<file path="config.mk">
export PLATFORM = sky130hd
export DESIGN_NAME = source_id_pool
export DESIGN_NICKNAME = d
export VERILOG_FILES = /design/src/rtl/tidc_pkg.sv /design/src/rtl/rr_arbiter.sv /design/src/rtl/source_id_pool.sv
export SDC_FILE = /design/constraint.sdc
export NUM_CORES = 1
export LEC_CHECK = 0
export ABC_AREA = 1
export CORE_MARGIN = 5
export CORE_UTILIZATION = 30
export CTS_CLUSTER_SIZE = 20
export DETAILED_ROUTE_END_ITERATION = 8
export DONT_BUFFER_PORTS = 1
export GPL_TIMING_DRIVEN = 0
export RECOVER_POWER = 100
export REMOVE_ABC_BUFFERS = 1
export SYNTH_ARGS = -nofsm -noshare
export SYNTH_HDL_FRONTEND = slang
export SYNTH_SLANG_ARGS = --single-unit
export TNS_END_PERCENT = 100
</file>
<file path="constraint.sdc">
create_clock -name clk -period 6.4 [get_ports clk]
set_clock_uncertainty 0.1 [all_clocks]
set_input_delay 0.32 -clock clk [delete_from_list [all_inputs] [get_ports clk]]
set_output_delay 0.32 -clock clk [all_outputs]
set_load 0.1 [all_outputs]
</file>
<file path="src/rtl/tidc_pkg.sv">
// Shared definitions for the TileLink source-ID allocator and its helpers.
//   clog2   : ceiling log2, used to size pointers from a count
//   num_ids : number of IDs addressable by a given source-ID width
//   src_id_t: source-ID type at the default pool width
package tidc_pkg;

  localparam int SRC_ID_WIDTH = 4;

  typedef logic [SRC_ID_WIDTH-1:0] src_id_t;

  function automatic int clog2(input int n);
    int r;
    r = 0;
    while ((1 << r) < n) r++;
    return r;
  endfunction

  function automatic int num_ids(input int id_width);
    return 1 << id_width;
  endfunction

endpackage

</file>
<file path="src/rtl/rr_arbiter.sv">
// Round-robin arbiter. Priority starts at the requester after the last
// granted one; the pointer moves only when the caller confirms the grant.
// Ports:
//   clk      clock
//   rst_n    synchronous active-low reset (pointer returns to requester 0)
//   req      request vector
//   advance  grant accepted this cycle; latch the granted index
//   gnt      one-hot grant (zero when no request)
module rr_arbiter
  import tidc_pkg::*;
#(
  parameter int N = 2
) (
  input  logic         clk,
  input  logic         rst_n,
  input  logic [N-1:0] req,
  input  logic         advance,
  output logic [N-1:0] gnt
);

  localparam int PW = (N > 1) ? clog2(N) : 1;

  logic [PW-1:0] last_q;
  logic [PW-1:0] gnt_idx;
  logic          found;

  // Two passes: indices above the last grant first, then wrap to the rest.
  always_comb begin
    gnt     = '0;
    gnt_idx = '0;
    found   = 1'b0;
    for (int j = 0; j < N; j++) begin
      if (!found && req[j] && (j > int'(last_q))) begin
        gnt[j]  = 1'b1;
        gnt_idx = PW'(j);
        found   = 1'b1;
      end
    end
    for (int j = 0; j < N; j++) begin
      if (!found && req[j] && (j <= int'(last_q))) begin
        gnt[j]  = 1'b1;
        gnt_idx = PW'(j);
        found   = 1'b1;
      end
    end
  end

  always_ff @(posedge clk) begin
    if (!rst_n) begin
      last_q <= '0;
    end else if (advance && found) begin
      last_q <= gnt_idx;
    end
  end

endmodule

</file>
<file path="src/rtl/source_id_pool.sv">
// TileLink source-ID allocator shared by NUM_REQ requesters. Grants at most
// one free ID per cycle, searching the registered in-use bitmap from a
// rotating pointer, stores per-ID metadata and returns it on free.
// Ports:
//   clk, rst_n       clock, synchronous active-low reset
//   alloc_valid      per-requester allocation request
//   alloc_ready      one-hot grant (combinational)
//   alloc_meta       packed per-requester metadata
//   alloc_id         ID granted this cycle (meaningful while |alloc_ready)
//   dealloc_valid    free request
//   dealloc_id       ID to free
//   dealloc_meta     metadata stored for dealloc_id (combinational read)
//   inflight_count   number of IDs in use
//   all_free         no IDs in use
//   double_free_err  sticky flag: free seen on an ID not in use
//   err_clear        clears double_free_err (a same-cycle set wins)
module source_id_pool
  import tidc_pkg::*;
#(
  parameter int ID_WIDTH   = 4,
  parameter int NUM_REQ    = 2,
  parameter int META_WIDTH = 8
) (
  input  logic                          clk,
  input  logic                          rst_n,
  input  logic [NUM_REQ-1:0]            alloc_valid,
  output logic [NUM_REQ-1:0]            alloc_ready,
  input  logic [NUM_REQ*META_WIDTH-1:0] alloc_meta,
  output logic [ID_WIDTH-1:0]           alloc_id,
  input  logic                          dealloc_valid,
  input  logic [ID_WIDTH-1:0]           dealloc_id,
  output logic [META_WIDTH-1:0]         dealloc_meta,
  output logic [ID_WIDTH:0]             inflight_count,
  output logic                          all_free,
  output logic                          double_free_err,
  input  logic                          err_clear
);

  localparam int NUM_IDS = num_ids(ID_WIDTH);

  logic [NUM_IDS-1:0]    in_use_q;
  logic [NUM_IDS-1:0]    in_use_d;
  logic [ID_WIDTH-1:0]   next_ptr_q;
  logic [ID_WIDTH:0]     count_q;
  logic                  err_q;
  logic [META_WIDTH-1:0] meta_q [NUM_IDS];

  logic [ID_WIDTH-1:0]   cand;
  logic [ID_WIDTH-1:0]   free_id;
  logic                  free_found;
  logic [NUM_REQ-1:0]    arb_req;
  logic [NUM_REQ-1:0]    gnt;
  logic                  grant;
  logic [META_WIDTH-1:0] sel_meta;
  logic                  free_ok;
  logic                  free_bad;

  // Circular first-free search. Adding k to the pointer in ID_WIDTH bits
  // gives the mod-NUM_IDS wrap for free.
  always_comb begin
    cand       = '0;
    free_id    = '0;
    free_found = 1'b0;
    for (int k = 0; k < NUM_IDS; k++) begin
      cand = next_ptr_q + ID_WIDTH'(k);
      if (!free_found && !in_use_q[cand]) begin
        free_id    = cand;
        free_found = 1'b1;
      end
    end
  end

  // Requests are masked before arbitration so the rr pointer only sees
  // cycles that can actually grant.
  assign arb_req = (rst_n && free_found) ? alloc_valid : '0;

  rr_arbiter #(
    .N(NUM_REQ)
  ) u_rr_arbiter (
    .clk    (clk),
    .rst_n  (rst_n),
    .req    (arb_req),
    .advance(grant),
    .gnt    (gnt)
  );

  assign grant       = |gnt;
  assign alloc_ready = gnt;
  assign alloc_id    = free_id;

  always_comb begin
    sel_meta = '0;
    for (int r = 0; r < NUM_REQ; r++) begin
      if (gnt[r]) sel_meta = alloc_meta[r*META_WIDTH +: META_WIDTH];
    end
  end

  // A free of the ID being granted this cycle lands in free_bad, since that
  // ID is clear in the registered bitmap.
  assign free_ok  = dealloc_valid &&  in_use_q[dealloc_id];
  assign free_bad = dealloc_valid && !in_use_q[dealloc_id];

  always_comb begin
    in_use_d = in_use_q;
    if (free_ok) in_use_d[dealloc_id] = 1'b0;
    if (grant)   in_use_d[free_id]    = 1'b1;
  end

  always_ff @(posedge clk) begin
    if (!rst_n) begin
      in_use_q   <= '0;
      next_ptr_q <= '0;
      count_q    <= '0;
      err_q      <= 1'b0;
    end else begin
      in_use_q <= in_use_d;
      if (grant) next_ptr_q <= free_id + 1'b1;
      unique case ({grant, free_ok})
        2'b10:   count_q <= count_q + 1'b1;
        2'b01:   count_q <= count_q - 1'b1;
        default: count_q <= count_q;
      endcase
      if (free_bad)       err_q <= 1'b1;
      else if (err_clear) err_q <= 1'b0;
    end
  end

  // Metadata RAM carries no reset; entries are only read for IDs in use.
  always_ff @(posedge clk) begin
    if (rst_n && grant) meta_q[free_id] <= sel_meta;
  end

  assign dealloc_meta    = meta_q[dealloc_id];
  assign inflight_count  = count_q;
  assign all_free        = (count_q == '0);
  assign double_free_err = err_q;

endmodule

</file>
# Word-level counts from Yosys, hierarchy flattened
# Memory sizes are Yosys's and may differ from the RTL's.
# Index checks and enable logic that the tools add are counted.
[totals]
reg_bits = 27
ramBits = 128
input_bits = 26
output_inout_bits = 21
wordCells = 200
memories = 1
[classes]
n_addsub = 18
n_lt_le_gt_ge = 22
eq_ne = 2
n_mux = 87
bitwise = 3
reduce_logical = 62
[mem_list]
columns = ["name", "depth", "word_bits", "rd", "rd_clocked_by_memory_dff", "write_ports", "line_no", "text"]
rows = [
  ["meta_q", 16, 8, 1, 0, 1, "source_id_pool.sv:46", "logic [META_WIDTH-1:0] meta_q [NUM_IDS];"],
]
[ops]
columns = ["cell", "count"]
rows = [
  ["$lt 4x5->1 const B", 18],
  ["$bmux 1 s4", 17],
  ["$mux 4", 16],
  ["$mux 1", 46],
  ["$add 4x4->4 const B", 8],
  ["$logic_not 1->1", 32],
  ["$mux 16", 2],
  ["$logic_and 1x1->1", 26],
  ["$add 4x3->4 const B", 4],
  ["$and 16x16->16", 1],
  ["$mux 8", 2],
  ["$not 16->16", 1],
  ["$or 16x16->16", 1],
  ["$pmux 5 s2", 1],
  ["$add 4x1->4 const B", 2],
  ["$add 4x2->4 const B", 2],
  ["$demux 1 s4", 2],
  ["$ge 4x1->1 const B", 2],
  ["$add 5x1->5 const B", 1],
  ["$logic_not 5->1", 1],
  ["$sub 5x1->5 const B", 1],
  ["$reduce_bool 2->1", 2],
  ["$eq 2x1->1 const B", 1],
  ["$eq 2x2->1 const B", 1],
  ["4 further kinds", 4],
]

# Longest topological paths before layout
[depth]
ltp_word = 63
depth_mapped = 33
depth_no_buf = 32

# By module
# From an unflattened synthesis, not the netlist that was laid out.
[unflattened]
cells_unflattened = 850
area_unflattened_um2 = 8090.3
[modules_own_cells]
columns = ["mod", "n_inst", "cells_each", "area_per_inst_um2"]
rows = [
  ["source_id_pool", 1, 841, 8026.4],
  ["rr_arbiter", 1, 9, 63.8],
]

# Worst setup path before layout
# Ideal clock, no wire load.
[synth_path]
path_kind = "reg2reg"
from = "register next_ptr_q[1]"
to = "memory meta_q[15][0] (enable)"
arrival_ps = 4465
t_required_ps = 5930
path_slack_ps = 1465
path_stages_with_launch = 24
period_less_slack_ps = 4935
path_cell_list = "dfxtp_1 -> inv_2 -> buf_2 -> ha_1 -> inv_2 -> clkbuf_1 -> nand3_1 -> nand3_1 -> nand2_1 -> nand2_1 -> nand2_2 -> inv_1 -> nor2_2 -> nand4_1 -> nor2_2 -> nand3_2 -> nor2_4 -> nand3_2 -> nor2_1 -> nor2_1 -> nand4_1 -> ha_1 -> nand2_8 -> nor2_1"
[synth_between]
word_cells_on_any_way = 139
cone_classes = "add/sub (15); mux (71); reduce/logical (53)"
[synth_lines]
columns = ["element", "line_no", "text"]
rows = [
  ["from (decl)", "source_id_pool.sv:43", "logic [ID_WIDTH-1:0] next_ptr_q;"],
  ["from (signal assigned)", "source_id_pool.sv:117", "if (grant) next_ptr_q <= free_id + 1'b1;"],
  ["$add 4x1->4", "source_id_pool.sv:65", "cand = next_ptr_q + ID_WIDTH'(k);"],
  ["$bmux 1 s4", "source_id_pool.sv:66", "if (!free_found && !in_use_q[cand]) begin"],
  ["$mux 1 (implied by the code)", "source_id_pool.sv:66", ""],
  ["$logic_not 1->1", "source_id_pool.sv:66", ""],
  ["$logic_and 1x1->1", "source_id_pool.sv:66", ""],
  ["$mux 1", "source_id_pool.sv:66", ""],
  ["$logic_not 1->1", "source_id_pool.sv:66", ""],
  ["$logic_and 1x1->1", "source_id_pool.sv:66", ""],
  ["(+33 left out)", "--", ""],
  ["$mux 1", "source_id_pool.sv:66", ""],
  ["$logic_not 1->1", "source_id_pool.sv:66", ""],
  ["$logic_and 1x1->1", "source_id_pool.sv:66", ""],
  ["$mux 1", "source_id_pool.sv:66", ""],
  ["$logic_not 1->1", "source_id_pool.sv:66", ""],
  ["$logic_and 1x1->1", "source_id_pool.sv:66", ""],
  ["$mux 4 (*)", "source_id_pool.sv:66", ""],
  ["named net alloc_id[1]", "source_id_pool.sv:29", "output logic [ID_WIDTH-1:0] alloc_id,"],
  ["to (decl)", "source_id_pool.sv:46", ""],
]
# The timed path passes the listed nets; every way through them passes the cells marked *. The select of a mux whose other input is x is not followed.

# Worst setup path after layout
[layout_path]
from = "register next_ptr_q[0]"
to = "memory meta_q[14][2] (enable)"
# Same word-level chain as after synthesis.

==> results.md <==
Yosys:
- Sequential cells were found to cover between 50% and 60% of the synthesized design area.
- The Yosys step of the flow raised 0 warnings.
- The post-synthesis instance total is about 850.
- The post-synthesis sequential element count is approximately 160.
- The cell area after synthesis is about 8300 µm².
- Counting distinct cell types in the post-synthesis netlist gives 47.
- The dominant synthesized flop cell is sky130_fd_sc_hd__edfxtp_1.
- A synthesized cell averages slightly below 10 µm².
- Counting flops with an async set or reset pin after synthesis yields a share of 0%.
- In this run, synthesis inferred ~130 flip-flops with an integrated enable.

GRT:
- The remaining global-route overflow is 0.
- The initial antenna violation count is 0.
- The total global routing track utilization is between 10% and 20%.
- The first global-routing pass estimated between 30000 and 40000 µm of wire.
- The number of global-route vias before repair is between 5000 and 6000.
- The largest net degree at the start of global routing is 37.

Floorplanning:
- The region available for standard cell placement spans approximately 27000 µm².
- The floorplan step set the die height to 175.9 µm.
- The floorplan step defined a die boundary enclosing between 30000 and 40000 µm².
- The floorplan has 60 rows.
- The initial utilization of the core area, before any placement, comes to a little under a third.
- The I/O pin total is 47.
- The die extent in x is 175.9 µm.

Power:
- In this run the power density over the cells is ~370 nW/µm².
- The total design power is ~0.0034 W.
- The static leakage is 3.411 nW.
- The highest ir drop seen on vdd is 0.2179 mV.

Critical path:
- The depth of the most critical reg-to-reg path is 19.
- Along the worst path, the maximum fanout reaches 23.
- The critical path arrival is 5.96 ns.
- The logic depth of the worst setup path including buffers is 19.
- The largest incremental delay on the critical path is between 0.8 and 0.9 ns.
- The launching point of the worst reg2reg path is next_ptr_q[0].
- At the worst endpoint, the required time is between 6 and 7 ns.
- The category of the worst setup path launch point is a flip-flop.
- The library cell contributing the largest single delay on the critical path is sky130_fd_sc_hd__nand4_1.
- In this run the critical register-to-register path is captured at meta_q[14][2].
- Walking the worst path, the cells encountered are inv_2, ha_2, inv_2, nand3_1, nand3_1, o21ai_1, inv_1, a21oi_1, inv_1, nor2_2, nand3_1, nor2_4, nand3_2, nor2_1, nor2_1, nand4_1, ha_1, nand2_4, nor2_1.
- The setup check on the worst reg-to-reg path leaves a slack of between 0.3 and 0.4 ns.
- The critical path contains buffers and inverters numbering 4 combined.
- The critical path in this run is classified as reg -> reg.
- In this design, the largest share of critical-path delay is due to simple AND/OR/NAND/NOR gates.
- The kind of end point of the critical path is a flip-flop.

Worst hold path:
- The worst hold path terminates at u_rr_arbiter.last_q.
- The number of cells traversed by the worst hold path is 4.
- The start point of the worst min-delay path is alloc_valid[1].
- In this run the worst hold path is classified as in -> reg.

Layout:
- The most common cell after layout, fill and taps aside is sky130_fd_sc_hd__nand2_1.
- In the final layout, the share of cells above drive strength 1 is 11.01%.
- The area growth from synthesis to layout is 12.38%.
- The number of antenna diodes in the final layout is 0.
- The number of filler cells placed in the layout is approximately 2700.
- In the layout the commonest cells are 148 x sky130_fd_sc_hd__nand2_1, 128 x sky130_fd_sc_hd__edfxtp_1, 118 x sky130_fd_sc_hd__nand3_1.
- The final layout contains 890 nets.
- The non-filler instance count after layout is about 1200.
- The utilization after layout is between 30% and 40%.

Timing:
- The final worst setup slack is between 0.3 and 0.4 ns.
- Setup repair after global routing left no endpoint under its margin.
- The final max-slew violation count came to 0.
- After layout, the worst path uses 93.84% of the clock period.
- In this run the tightest slew margin relative to its limit is about 7.7%.
- The setup violation total in the final timing report is 0.
- The final critical path time including I/O delays and setup is 6.006 ns.
- The highest achievable clock rate is between 150 and 200 MHz.
- The slew at the pin closest to its max-slew limit is 1.381 ns.
- The count of final hold-check violations was 0.
- The worst hold margin is 0.09617 ns.

Clock network:
- Buffers inserted during clock tree synthesis total 17.
- The sink count of the clock tree is 155.
- The buffer cell driving the clock tree root is sky130_fd_sc_hd__clkbuf_16.
- The maximum number of buffers from clock root to sink is 2.
- The clock insertion delay at the later pin of the skew report is between 0.4 and 0.5 ns.
- The clock-pin slew of the registers on the worst-case setup and hold paths is about 0.06 ns.
- The number of levels in the clock H-tree is 4.
- The TritonCTS clock tree is built.

Placement:
- The half-perimeter wire length after detailed placement is 14910 µm.
- The last weighted congestion value of the routability-driven placer is 0.8644.
- In this run, placement finished with an instance count of ~1200.
- The count of buffers added on input and output ports is 0.
- Prior to clock tree synthesis, the placed netlist has a worst setup slack of -0.4228 ns.

Routing:
- For this run, design rule violations remaining after detail routing come to 0.
- The via-per-instance ratio is 5.256.
- The detailed-router iteration count before antenna repair is 6.
- For this block, the initial DRC count from the detailed router was 500.
- The remaining number of nets flagged by the antenna check after routing is 0.
- Dividing the detail-routed wire length by the instance count gives 18.14 µm.
- Wires add up to ~22000 µm.
- The via count is 6328.

Status:
- The flow ran to the end, and the final reports show no timing, DRC or antenna violations.

Job:
- The number of max-cap violations is 0.
registers in the layout, summed over array words and instances, names as in the netlist:
signal / flops
double_free_err: 1
next_ptr_q: 4
inflight_count: 5
meta_q: 128
in_use_q: 16
u_rr_arbiter.last_q: 1
final cells by class:
type / instances / area [µm²] / share of cell area (%)
clock buffer: 18 / 429.2 / 4.625
inverter: 80 / 305.3 / 3.290
timing repair buffer: 8 / 112.6 / 1.214
multi-input combinational: 588 / 3440 / 37.07
clock inverter: 14 / 177.7 / 1.915
sequential: 155 / 4388 / 47.29
tap: 341 / 426.7 / 4.598
power by group:
| part | internal, W | switching [W] | leakage (nW) |
|---|---|---|---|
| combinational | 0.000258 | 0.000832 | 1.72 |
| clock | 0.000646 | 0.000388 | 0.295 |
| sequential | 0.00118 | 0.0000991 | 1.40 |
| total | 0.00208 | 0.00132 | 3.41 |
cell families after synthesis:
logic type,Yosys count,share of synthesized area (%)
buf+inv,109,5.440
fa+ha+maj,14,2.122
xor+xnor,13,2.015
flops,155,53.10
compound gates,172,14.56
simple gates,389,22.76
Yosys cell counts, drive strengths merged (14+ instances only):
master / count / area (µm²)
ha: 14 / 175.2
nand2: 159 / 660.6
nor2: 73 / 331.6
nor3: 14 / 75.07
nand4: 17 / 142.6
inv: 75 / 286.5
dfxtp: 27 / 540.5
clkbuf: 22 / 82.58
a21oi: 29 / 148.9
a22oi: 68 / 510.5
o21ai: 33 / 172.7
nand3: 123 / 650.6
edfxtp: 128 / 3844
worst reg2reg max path: stages, from the launching register on:
cell	delay (ns)
sky130_fd_sc_hd__dfxtp_2	0.62
sky130_fd_sc_hd__inv_2	0.28
sky130_fd_sc_hd__ha_2	0.59
sky130_fd_sc_hd__inv_2	0.21
sky130_fd_sc_hd__nand3_1	0.17
sky130_fd_sc_hd__nand3_1	0.09
sky130_fd_sc_hd__o21ai_1	0.16
sky130_fd_sc_hd__inv_1	0.07
sky130_fd_sc_hd__a21oi_1	0.33
sky130_fd_sc_hd__inv_1	0.15
sky130_fd_sc_hd__nor2_2	0.26
sky130_fd_sc_hd__nand3_1	0.17
sky130_fd_sc_hd__nor2_4	0.18
sky130_fd_sc_hd__nand3_2	0.10
sky130_fd_sc_hd__nor2_1	0.11
sky130_fd_sc_hd__nor2_1	0.08
sky130_fd_sc_hd__nand4_1	0.83
sky130_fd_sc_hd__ha_1	0.37
sky130_fd_sc_hd__nand2_4	0.13
sky130_fd_sc_hd__nor2_1	0.61
how the worst max path moves through the flow:
stage / start / to / slack (ns)
2_1_floorplan: next_ptr_q[0] / meta_q[15][0] / 1.13
3_3_place_gp: next_ptr_q[0] / meta_q[2][5] / -0.39
3_5_place_dp: next_ptr_q[0] / meta_q[3][7] / -0.42
4_1_cts: next_ptr_q[2] / meta_q[2][1] / 0.06
5_1_grt: next_ptr_q[0] / meta_q[14][2] / 0.02
6_report: next_ptr_q[0] / meta_q[14][2] / 0.39
per-layer routing:
| layer | track usage, % | routed length (µm) |
|---|---|---|
| met1 | 17.56 | 9389 |
| met2 | 24.23 | 11090 |
| met3 | 2.927 | 1121 |
| met4 | 3.574 | 238 |
| met5 | 0 | 0 |
metrics by stage:
| step | instance area, µm² | setup TNS (ns) |
|---|---|---|
| CTS | 9310 | 0 |
| detailed placement | 8661 | -25.60 |
| global placement | 8539 | -64.61 |
| floorplan | 8113 | 0 |
| global route | 9279 | 0 |
| finish | 9279 | 0 |
repair_timing:
item | CTS | global route
endpoints found under the hold margin | 13 | 0
gates resized for setup | 6 | 6
cloned | 0 | 0
setup buffers | 0 | 0
pin swaps | 1 | 1
endpoints found under the setup margin | 96 | 65
hold buffers | 3 | 0
Power figures use the tool's default switching activity.
